**src/rtl/picosoc_bus_pkg.sv**
```systemverilog
// Shared definitions for the PicoSoC I/O memory decoder and its watchdog.
package picosoc_bus_pkg;

   // Bus geometry of the CPU's external I/O memory port.
   localparam int BUS_DW = 32;
   localparam int BUS_SW = BUS_DW / 8;

   // Read data returned on any error response unless overridden.
   localparam logic [BUS_DW-1:0] DEFAULT_ERR_RDATA = 32'hDEAD_BEEF;

   // Transaction state of the decoder.
   typedef enum logic [1:0] {
      ST_IDLE,
      ST_ACTIVE,
      ST_DONE
   } bus_state_e;

   // Bits needed to hold values 0..v-1, never less than one.
   function automatic int clog2_min1(input int v);
      return (v <= 2) ? 1 : $clog2(v);
   endfunction

endpackage

```
**src/rtl/picosoc_bus_watchdog.sv**
```systemverilog
// Per-transaction watchdog: counts cycles while enabled, saturates, and
// flags the cycle in which the count reaches TIMEOUT-1. TIMEOUT=0 disables it.
module picosoc_bus_watchdog
   import picosoc_bus_pkg::*;
#(
   parameter int TIMEOUT = 255
) (
   input  logic clk,
   input  logic reset,
   input  logic i_clear,
   input  logic i_enable,
   output logic o_fire
);

   localparam int               CNT_W   = clog2_min1(TIMEOUT + 1);
   localparam logic [CNT_W-1:0] CNT_MAX = '1;
   localparam logic [CNT_W-1:0] FIRE_AT = (TIMEOUT == 0) ? '0 : CNT_W'(TIMEOUT - 1);

   logic [CNT_W-1:0] r_count;

   // Saturating cycle counter, cleared whenever no transaction is in flight.
   always_ff @(posedge clk) begin
      // NOTE: reset is synchronous, so it lives inside the clocked block and
      // the sensitivity list carries the clock only.
      if (reset || i_clear) begin
         r_count <= '0;
      end else if (i_enable && (r_count != CNT_MAX)) begin
         r_count <= r_count + 1'b1;
      end
   end

   assign o_fire = (TIMEOUT != 0) && i_enable && (r_count == FIRE_AT);

endmodule

```
**src/rtl/picosoc_iomem_decoder.sv**
```systemverilog
// Address decoder and read-data mux between the CPU I/O memory port and
// NUM_SLAVES slave channels, with error response for unmapped slots,
// a watchdog timeout and master-abort support.
module picosoc_iomem_decoder
   import picosoc_bus_pkg::*;
#(
   parameter int                NUM_SLAVES = 4,
   parameter logic [BUS_DW-1:0] BASE_ADDR  = 32'h0300_0000,
   parameter int                SLOT_BITS  = 20,
   parameter int                TIMEOUT    = 255,
   parameter logic [BUS_DW-1:0] ERR_RDATA  = DEFAULT_ERR_RDATA
) (
   input  logic                         clk,
   input  logic                         reset,
   input  logic                         m_valid,
   output logic                         m_ready,
   input  logic [BUS_SW-1:0]            m_wstrb,
   input  logic [BUS_DW-1:0]            m_addr,
   input  logic [BUS_DW-1:0]            m_wdata,
   output logic [BUS_DW-1:0]            m_rdata,
   output logic                         m_err,
   output logic [NUM_SLAVES-1:0]        s_valid,
   input  logic [NUM_SLAVES-1:0]        s_ready,
   input  logic [BUS_DW*NUM_SLAVES-1:0] s_rdata,
   output logic [BUS_DW-1:0]            s_addr,
   output logic [BUS_SW-1:0]            s_wstrb,
   output logic [BUS_DW-1:0]            s_wdata,
   output logic                         timeout_irq
);

   localparam int          IDX_W  = clog2_min1(NUM_SLAVES);
   // One extra bit so a window reaching the top of the address space
   // cannot overflow the limit compare.
   localparam logic [32:0] WINDOW = 33'(NUM_SLAVES) << SLOT_BITS;

   bus_state_e             r_state;
   logic [IDX_W-1:0]       r_idx;
   logic [NUM_SLAVES-1:0]  r_s_valid;
   logic [BUS_DW-1:0]      r_s_addr;
   logic [BUS_SW-1:0]      r_s_wstrb;
   logic [BUS_DW-1:0]      r_s_wdata;
   logic                   r_m_ready;
   logic                   r_m_err;
   logic [BUS_DW-1:0]      r_m_rdata;
   logic                   r_timeout_irq;

   logic [BUS_DW-1:0]      w_offset;
   logic                   w_hit;
   logic [IDX_W-1:0]       w_idx;
   logic [NUM_SLAVES-1:0]  w_onehot;
   logic                   w_sel_ready;
   logic [BUS_DW-1:0]      w_sel_rdata;
   logic                   w_fire;

   // Decode: an address below BASE_ADDR is a miss even though the
   // unsigned difference would wrap into the window.
   assign w_offset    = m_addr - BASE_ADDR;
   assign w_hit       = (m_addr >= BASE_ADDR) && ({1'b0, w_offset} < WINDOW);
   assign w_idx       = IDX_W'(w_offset >> SLOT_BITS);
   assign w_onehot    = NUM_SLAVES'(1) << w_idx;

   // Only the latched slave's handshake and data are ever looked at.
   assign w_sel_ready = s_ready[r_idx];
   assign w_sel_rdata = s_rdata[r_idx*BUS_DW +: BUS_DW];

   picosoc_bus_watchdog #(
      .TIMEOUT (TIMEOUT)
   ) u_watchdog (
      .clk      (clk),
      .reset    (reset),
      .i_clear  (r_state != ST_ACTIVE),
      .i_enable (r_state == ST_ACTIVE),
      .o_fire   (w_fire)
   );

   // Transaction FSM with registered master and slave side outputs.
   always_ff @(posedge clk) begin
      if (reset) begin
         r_state       <= ST_IDLE;
         r_idx         <= '0;
         r_s_valid     <= '0;
         r_s_addr      <= '0;
         r_s_wstrb     <= '0;
         r_s_wdata     <= '0;
         r_m_ready     <= 1'b0;
         r_m_err       <= 1'b0;
         r_m_rdata     <= '0;
         r_timeout_irq <= 1'b0;
      end else begin
         // NOTE: pulse outputs default low here and are raised only by the
         // branch that needs them; later non-blocking writes win.
         r_m_ready     <= 1'b0;
         r_timeout_irq <= 1'b0;
         unique case (r_state)
            ST_IDLE: begin
               if (m_valid) begin
                  if (w_hit) begin
                     r_idx     <= w_idx;
                     r_s_valid <= w_onehot;
                     r_s_addr  <= m_addr;
                     r_s_wstrb <= m_wstrb;
                     r_s_wdata <= m_wdata;
                     r_state   <= ST_ACTIVE;
                  end else begin
                     r_m_ready <= 1'b1;
                     r_m_err   <= 1'b1;
                     r_m_rdata <= ERR_RDATA;
                     r_state   <= ST_DONE;
                  end
               end
            end
            ST_ACTIVE: begin
               // Slave completion outranks the watchdog, which outranks abort.
               if (w_sel_ready) begin
                  r_s_valid <= '0;
                  r_m_ready <= 1'b1;
                  r_m_err   <= 1'b0;
                  r_m_rdata <= w_sel_rdata;
                  r_state   <= ST_DONE;
               end else if (w_fire) begin
                  r_s_valid     <= '0;
                  r_timeout_irq <= 1'b1;
                  r_m_ready     <= 1'b1;
                  r_m_err       <= 1'b1;
                  r_m_rdata     <= ERR_RDATA;
                  r_state       <= ST_DONE;
               end else if (!m_valid) begin
                  r_s_valid <= '0;
                  r_s_wstrb <= '0;
                  r_state   <= ST_IDLE;
               end
            end
            ST_DONE: begin
               r_m_err   <= 1'b0;
               r_m_rdata <= '0;
               r_s_wstrb <= '0;
               r_state   <= ST_IDLE;
            end
            default: begin
               r_s_valid <= '0;
               r_s_wstrb <= '0;
               r_state   <= ST_IDLE;
            end
         endcase
      end
   end

   // Slave request is withdrawn as soon as reset is seen, not one edge later.
   assign s_valid     = reset ? '0 : r_s_valid;
   assign s_addr      = r_s_addr;
   assign s_wstrb     = r_s_wstrb;
   assign s_wdata     = r_s_wdata;
   assign m_ready     = r_m_ready;
   assign m_err       = r_m_err;
   assign m_rdata     = r_m_rdata;
   assign timeout_irq = r_timeout_irq;

endmodule

```
**config.mk**
```make
export PLATFORM = sky130hd
export DESIGN_NAME = picosoc_iomem_decoder
export DESIGN_NICKNAME = d
export VERILOG_FILES = /design/src/rtl/picosoc_bus_pkg.sv /design/src/rtl/picosoc_bus_watchdog.sv /design/src/rtl/picosoc_iomem_decoder.sv
export SDC_FILE = /design/constraint.sdc
export NUM_CORES = 1
export LEC_CHECK = 0
export CAP_MARGIN = 0
export CORE_AREA = 2 2 120 122
export CTS_BUF_LIST = sky130_fd_sc_hd__clkbuf_2 sky130_fd_sc_hd__clkbuf_4 sky130_fd_sc_hd__clkbuf_8
export CTS_CLUSTER_SIZE = 25
export DETAILED_ROUTE_END_ITERATION = 10
export DIE_AREA = 0 0 122 124
export PLACE_DENSITY = 0.83
export SLEW_MARGIN = 20
export SYNTH_ARGS = -nofsm -noshare
export SYNTH_HDL_FRONTEND = slang
export SYNTH_SLANG_ARGS = --single-unit
```
**constraint.sdc**
```tcl
create_clock -name clk -period 3.2 [get_ports clk]
set_input_delay 0.64 -clock clk [delete_from_list [all_inputs] [get_ports clk]]
set_output_delay 0.64 -clock clk [all_outputs]
set_load 0.01 [all_outputs]
```
# --- Yosys cells after proc, flatten, opt, wreduce, memory -nomap -nowiden ---
# Index checks and enable logic that the tools add are counted.
op_classes:
  n_addsub: 2
  magnitude_cmp: 3
  n_eq_ne: 13
  shift: 2
  mux: 35
  bitwise: 2
  n_reduce_logical: 12
op_table:
  columns: ["operator", "n"]
  rows:
  - ["32-bit 2-to-1 mux", 4]
  - ["128-bit by 8-bit indexed part select with 32-bit output", 1]
  - ["32-bit case mux with 3 select lines", 1]
  - ["4-bit 2-to-1 mux", 10]
  - ["32-bit by 26-bit >= comparator with 1-bit output, second input constant", 1]
  - ["32-bit by 23-bit less-than comparator with 1-bit output, second input constant", 1]
  - ["32-bit by 26-bit subtractor with 32-bit output, second input constant", 1]
  - ["2-bit != test, second input constant", 6]
  - ["4-bit case mux with 3 select lines", 1]
  - ["2-bit 2-to-1 mux", 5]
  - ["1-bit 2-to-1 mux", 9]
  - ["8-bit by 1-bit adder with 8-bit output, second input constant", 1]
  - ["8-bit == test, second input constant", 1]
  - ["8-bit != test, second input constant", 1]
  - ["4-bit case mux with 2 select lines", 1]
  - ["4-bit AND reduction", 2]
  - ["5-bit AND reduction", 1]
  - ["4-bit != test, second input constant", 1]
  - ["2-bit case mux with 2 select lines", 1]
  - ["1-bit by 2-bit left shift with 4-bit output, first input constant", 1]
  - ["1-bit logical AND", 3]
  - ["2-bit by 3-bit less-than comparator with 1-bit output, second input constant", 1]
  - ["3-bit != test, second input constant", 1]
  - ["1-bit case mux with 3 select lines", 1]
  - ["12 further kinds", 13]
totals:
  ff_bits: 119
  input_bits: 203
  output_inout_bits: 107
  wordCells: 80

# --- Longest topological paths before layout ---
logic_depth:
  ltp_word: 6
  depth_mapped: 8
  ltp_nobuf: 6

# --- Hierarchy ---
# A second synthesis with hierarchy kept.
hier_totals:
  hier_cells: 511
  hier_area_um2: 5501.5
by_module_without_submodules:
  columns: ["module", "instances", "cells_each", "area_per_inst_um2", "seq_area_each_um2"]
  rows:
  - ["picosoc_iomem_decoder", 1, 460, 5042.3, 2182.1]
  - ["picosoc_bus_watchdog", 1, 51, 459.2, 160.2]

# --- Worst setup path before layout ---
# No wires, ideal clock.
synth_timing:
  path_kind: "input to register"
  start: "in m_addr[27]"
  end: "reg r_s_valid[0]"
  setup_time_ns: 0.121
  arrival_time_ns: 2.051
  t_required_ns: 3.079
  path_slack_ns: 1.029
  cell_stages: 4
  path_buffers: 0
  cell_sequence: "nor4_2 > nand3_1 > a2111oi_4 > mux2_2"
synth_via:
  elab_chain_cells: 5
  elab_cells_between_ends: 6
  classes_between: "add/sub (1); order compare (2); eq/ne (1); reduce/logical (2)"
synth_rtl:
  columns: ["element", "line", "text"]
  rows:
  - ["from (decl)", "picosoc_iomem_decoder.sv:18", "input logic [BUS_DW-1:0] m_addr,"]
  - ["32-bit by 26-bit subtractor with 32-bit output", "picosoc_iomem_decoder.sv:57", "assign w_offset = m_addr - BASE_ADDR;"]
  - ["32-bit by 23-bit less-than comparator with 1-bit output", "picosoc_iomem_decoder.sv:58", "assign w_hit = (m_addr >= BASE_ADDR) && ({1'b0, w_offset} < WINDOW);"]
  - ["1-bit logical AND (*)", "picosoc_iomem_decoder.sv:58", null]
  - ["2-bit != test (no line) (*)", null, null]
  - ["4-bit AND reduction (no line) (*)", null, null]
  - ["to (signal assigned)", "picosoc_iomem_decoder.sv:99", "r_s_valid <= w_onehot;"]
  - ["to (decl)", "picosoc_iomem_decoder.sv:38", "logic [NUM_SLAVES-1:0] r_s_valid;"]
# Mark *: on every way between the ends. The rest lies on a longest branch, timed or not.
# A chain may end at the register's enable or synchronous reset.

# --- Worst setup path in the final report ---
layout_timing:
  start: "reg r_state[1]"
  end: "reg r_m_rdata[0] (netlist: m_rdata[0])"
layout_via:
  elab_chain_cells: 4
  elab_cells_between_ends: 10
  classes_between: "eq/ne (5); mux (1); reduce/logical (4)"
layout_rtl:
  columns: ["element", "line", "text"]
  rows:
  - ["from (decl)", "picosoc_iomem_decoder.sv:36", "bus_state_e r_state;"]
  - ["from (signal assigned)", "picosoc_iomem_decoder.sv:79", "r_state <= ST_IDLE;"]
  - ["from (signal assigned)", "picosoc_iomem_decoder.sv:103", "r_state <= ST_ACTIVE;"]
  - ["from (signal assigned)", "picosoc_iomem_decoder.sv:108", "r_state <= ST_DONE;"]
  - ["2-bit by 1-bit == test with 1-bit output", "picosoc_iomem_decoder.sv:72, picosoc_iomem_decoder.sv:94", null]
  - ["1-bit logical AND", "picosoc_bus_watchdog.sv:32", "assign o_fire = (TIMEOUT != 0) && i_enable && (r_count == FIRE_AT);"]
  - ["3-bit != test (no line)", null, null]
  - ["4-bit AND reduction (no line)", null, null]
  - ["to (signal assigned)", "picosoc_iomem_decoder.sv:118", "r_m_rdata <= w_sel_rdata;"]
  - ["to (decl)", "picosoc_iomem_decoder.sv:44", "logic [BUS_DW-1:0] r_m_rdata;"]
# Several ways; a longest one is shown, not always the timed one.

==> out/qor.yml <==
status:
  status: "complete, no violations"
global_routing:
  grt_max_degree: 55
  grt_pass1_wl_um: 26100
  antenna_found_initial: 0
  grt_usage_pct: 22.1
  gr-total-overflow: 0
  first_global_vias: 5344
power_and_ir_drop:
  internal-power_mw: 2.72
  p_switching_mw: 0.848
  ir_worst_vdd_mv: 0.288
  pwr-share-clk_pct: 39.1
  leakagePower_nw: 3.66
  power_frac_seq_pct: 43.1
  switching_share_pct: 23.8
  pwr-share-comb_pct: 17.7
  p_per_area_mw_per_mm2: 391
logic_synthesis:
  syn_inst: 506
  yosysWarnings: 0
  synthesis.nets: 714
  syn_area_mm2: 0.00549
  synth_compound_area_share_pct: 6.39
  syn_area_per_cell_um2: 10.8
  synth_edf_count: 0
  synthAdderAreaFrac_pct: 1.14
  synth_top_family_by_area: "multiplexers"
  yosys_most_used_dff: "dfxtp_1"
  yosysUniqueCellTypes: 45
  muxShareOfSynthArea_pct: 30.2
  synthSimpleGateAreaFrac_pct: 14.7
  async_reset_ff_share_pct: 0
  seq_area_frac_synth_pct: 42.7
  synth_xor_area_share_pct: 1.12
  ys_ff_latch: 117
critical_path:
  cp.arrival_ns: 2.91
  critical_path_required_ns: 3.56
  crit_path_top_delay_cell: "a21oi_2"
  cp_top_family: "compound AO/OA/AOI/OAI gates"
  critical_path.most_common_cell: "inv_1"
  setup.worst_path.start_class: "flop"
  cp-end-kind: "flop"
  crit_chain: "inv_1 > ha_1 > inv_1 > a21oi_2 > o21ai_0 > mux2i_1"
  cp.buffers_inverters: 2
  slowest_delay_ns: 0.84
  path_class: "reg2reg"
  crit_path_max_fanout: 25
drt:
  wirelength_um: 17500
  drt_iter0_drc: 238
  vias_per_cell: 5.17
  drc: 0
  via_count: 5149
  dr.pass1.iters: 4
  wire_per_inst_um: 17.5
  drtAntennaViolNets: 0
timing:
  finalSetupViolCount: 0
  report.final.slew_viol_count: 0
  tightest_slew_ns: 0.997
  slew_headroom_pct: 33.5
  fin_tns_setup_ns: 0
  min_period_ns: 2.55
  fin_crit_sh_pct: 79.6
  finClkSkew_ns: 0.00956
  fmax_mhz: 392
  rsz0062_at_grt: "no"
  finalHoldViolCount: 0
clock_tree:
  holdBufCountCts: 0
  cts_root_buf: "clkbuf_8"
  clk_path_buf_depth: 2
  clock_latency_ns: 0.43
  clk_pin_slew_ns: 0.07
  post_cts_buffers: 0
  htree_levels: 4
  cts_tree: "yes"
  cts_sinks: 117
  cts_buffers: 17
  cts_resized: 0
finish:
  syn2layout_area_growth_pct: 66.3
  fin_cells: 996
  antennaDiodeCount: 0
  drive_above_1_share_pct: 10.0
  final_nets: 1012
place:
  io_buffers: 309
  place_congestion: 0.823
  dp.cells: 965
  hpwl_um: 13500
floorplanning:
  fp-row-count: 43
  initial_core_util_pct: 40.0
  fp.dieArea_mm2: 0.0151
  io_pins: 310
  die_x_um: 122
  core_area_mm2: 0.0137
  die_h_um: 124
min_path:
  hp-class: "reg2reg"
flow_run:
  drv_cap: 0
[per-layer routing]
metal,track usage (%),vias up,share of wire [%]
met5,0,-,0
met4,9.70,0,2.4
met3,8.20,37,9.3
met2,40.5,222,52
met1,22.6,2481,36
li1,-,2409,-
[layout make-up]
class,count,area (um2)
sequential,117,2340
timing repair buffer,316,3170
fill,1061,4600
tap,180,225
clock inverter,12,156
clock buffer,19,255
multi-input combinational,345,2950
inverter,7,26.3
[registers in the layout, indices dropped and copies added, names as in the netlist]
signal / flops
r_idx: 1
s_wstrb: 4
m_ready: 1
timeout_irq: 1
m_err: 1
u_watchdog.r_count: 8
r_state: 2
m_rdata: 32
r_s_valid: 4
s_wdata: 32
s_addr: 31
[cell usage in the layout, fill, tap and decap left out, types with 5 or more instances in the layout]
master,netlist,final
a21oi_1,9,8
and2_1,11,11
buf_4,0,5
clkbuf_8,0,18
clkdlybuf4s50_1,0,308
dfxtp_1,117,116
ha_1,5,5
inv_1,7,7
mux2i_1,87,87
mux4_2,33,33
nand2_1,13,13
nand2b_1,35,35
nand4_1,6,6
nor2_1,65,65
nor2b_1,7,7
o211ai_1,5,5
o21ai_0,26,26
[power groups by stage]
stage | combinational [mW] | clock, mW | sequential (mW)
2_1_floorplan | 0.202 | 0 | 1.59
3_3_place_gp | 0.616 | 0 | 1.57
3_5_place_dp | 0.633 | 0 | 1.57
4_1_cts | 0.636 | 1.43 | 1.54
5_1_grt | 0.670 | 1.49 | 1.54
6_report | 0.632 | 1.40 | 1.54
[worst reg2reg max path: cells and delay by family (launching register included)]
family / cells / cell delay (ns)
DFF: 1 / 0.31
muxes: 1 / 0.20
AOI/OAI and AO/OA: 2 / 1.15
buffers and inverters: 2 / 0.38
adders and majority gates: 1 / 0.45
[worst paths after layout]
| path | to | cells past startpoint | slack (ns) | startpoint |
|---|---|---|---|---|
| worst max-delay path | m_rdata[0] | 6 | 0.65 | r_state[1] |
| worst min-delay path | s_addr[24] | 2 | 0.45 | s_addr[24] |
| worst max register to register | m_rdata[0] | 6 | 0.65 | r_state[1] |
| worst min register to register | s_addr[24] | 2 | 0.45 | s_addr[24] |
[per-stage QoR]
step           setup WS, ns  power [mW]  hold WS, ns  utilization (%)  cell area [um2]
3_5_place_dp          0.375        2.20        0.439             63.5             8710
5_1_grt               0.321        3.70        0.474             66.5             9120
4_1_cts               0.614        3.60        0.455             66.5             9120
6_report              0.652        3.56        0.450             66.5             9120
2_1_floorplan          1.03        1.80        0.467                -             5490
3_3_place_gp          0.475        2.19        0.433             63.5             8710
[synthesized netlist by cell type (2+ instances only)]
| library cell | count | share of area, % |
|---|---|---|
| dfxtp_1 | 117 | 43 |
| mux2i_1 | 87 | 16 |
| nor2_1 | 65 | 4.4 |
| nand2b_1 | 35 | 4.0 |
| mux4_2 | 33 | 14 |
| o21ai_0 | 26 | 2.4 |
| clkbuf_1 | 22 | 1.5 |
| nand2_1 | 13 | 0.89 |
| and2_1 | 11 | 1.3 |
| a21oi_1 | 9 | 0.82 |
| buf_2 | 8 | 0.73 |
| inv_1 | 7 | 0.48 |
| nor2b_1 | 7 | 0.80 |
| nand4_1 | 6 | 0.68 |
| ha_1 | 5 | 1.1 |
| o211ai_1 | 5 | 0.68 |
| buf_6 | 4 | 0.82 |
| nand3_1 | 4 | 0.36 |
| xnor2_1 | 4 | 0.64 |
| buf_1 | 3 | 0.21 |
| mux2_2 | 3 | 0.62 |
| nor3_1 | 3 | 0.27 |
| xor2_1 | 3 | 0.48 |
| and3_1 | 2 | 0.23 |
| and4_1 | 2 | 0.32 |
| and4b_1 | 2 | 0.36 |
| nor3b_1 | 2 | 0.27 |
[cell families (layout without fill, tap and decap cells)]
logic type | Yosys count | in the layout
DFF | 117 | 117
AOI/OAI and AO/OA | 53 | 53
buffers and inverters | 44 | 354
xor gates and xnor gates | 7 | 7
muxes | 124 | 124
and+or+nand+nor | 156 | 156
adders and majority gates | 5 | 5
Note: power is estimated with default switching activity, not from simulation.
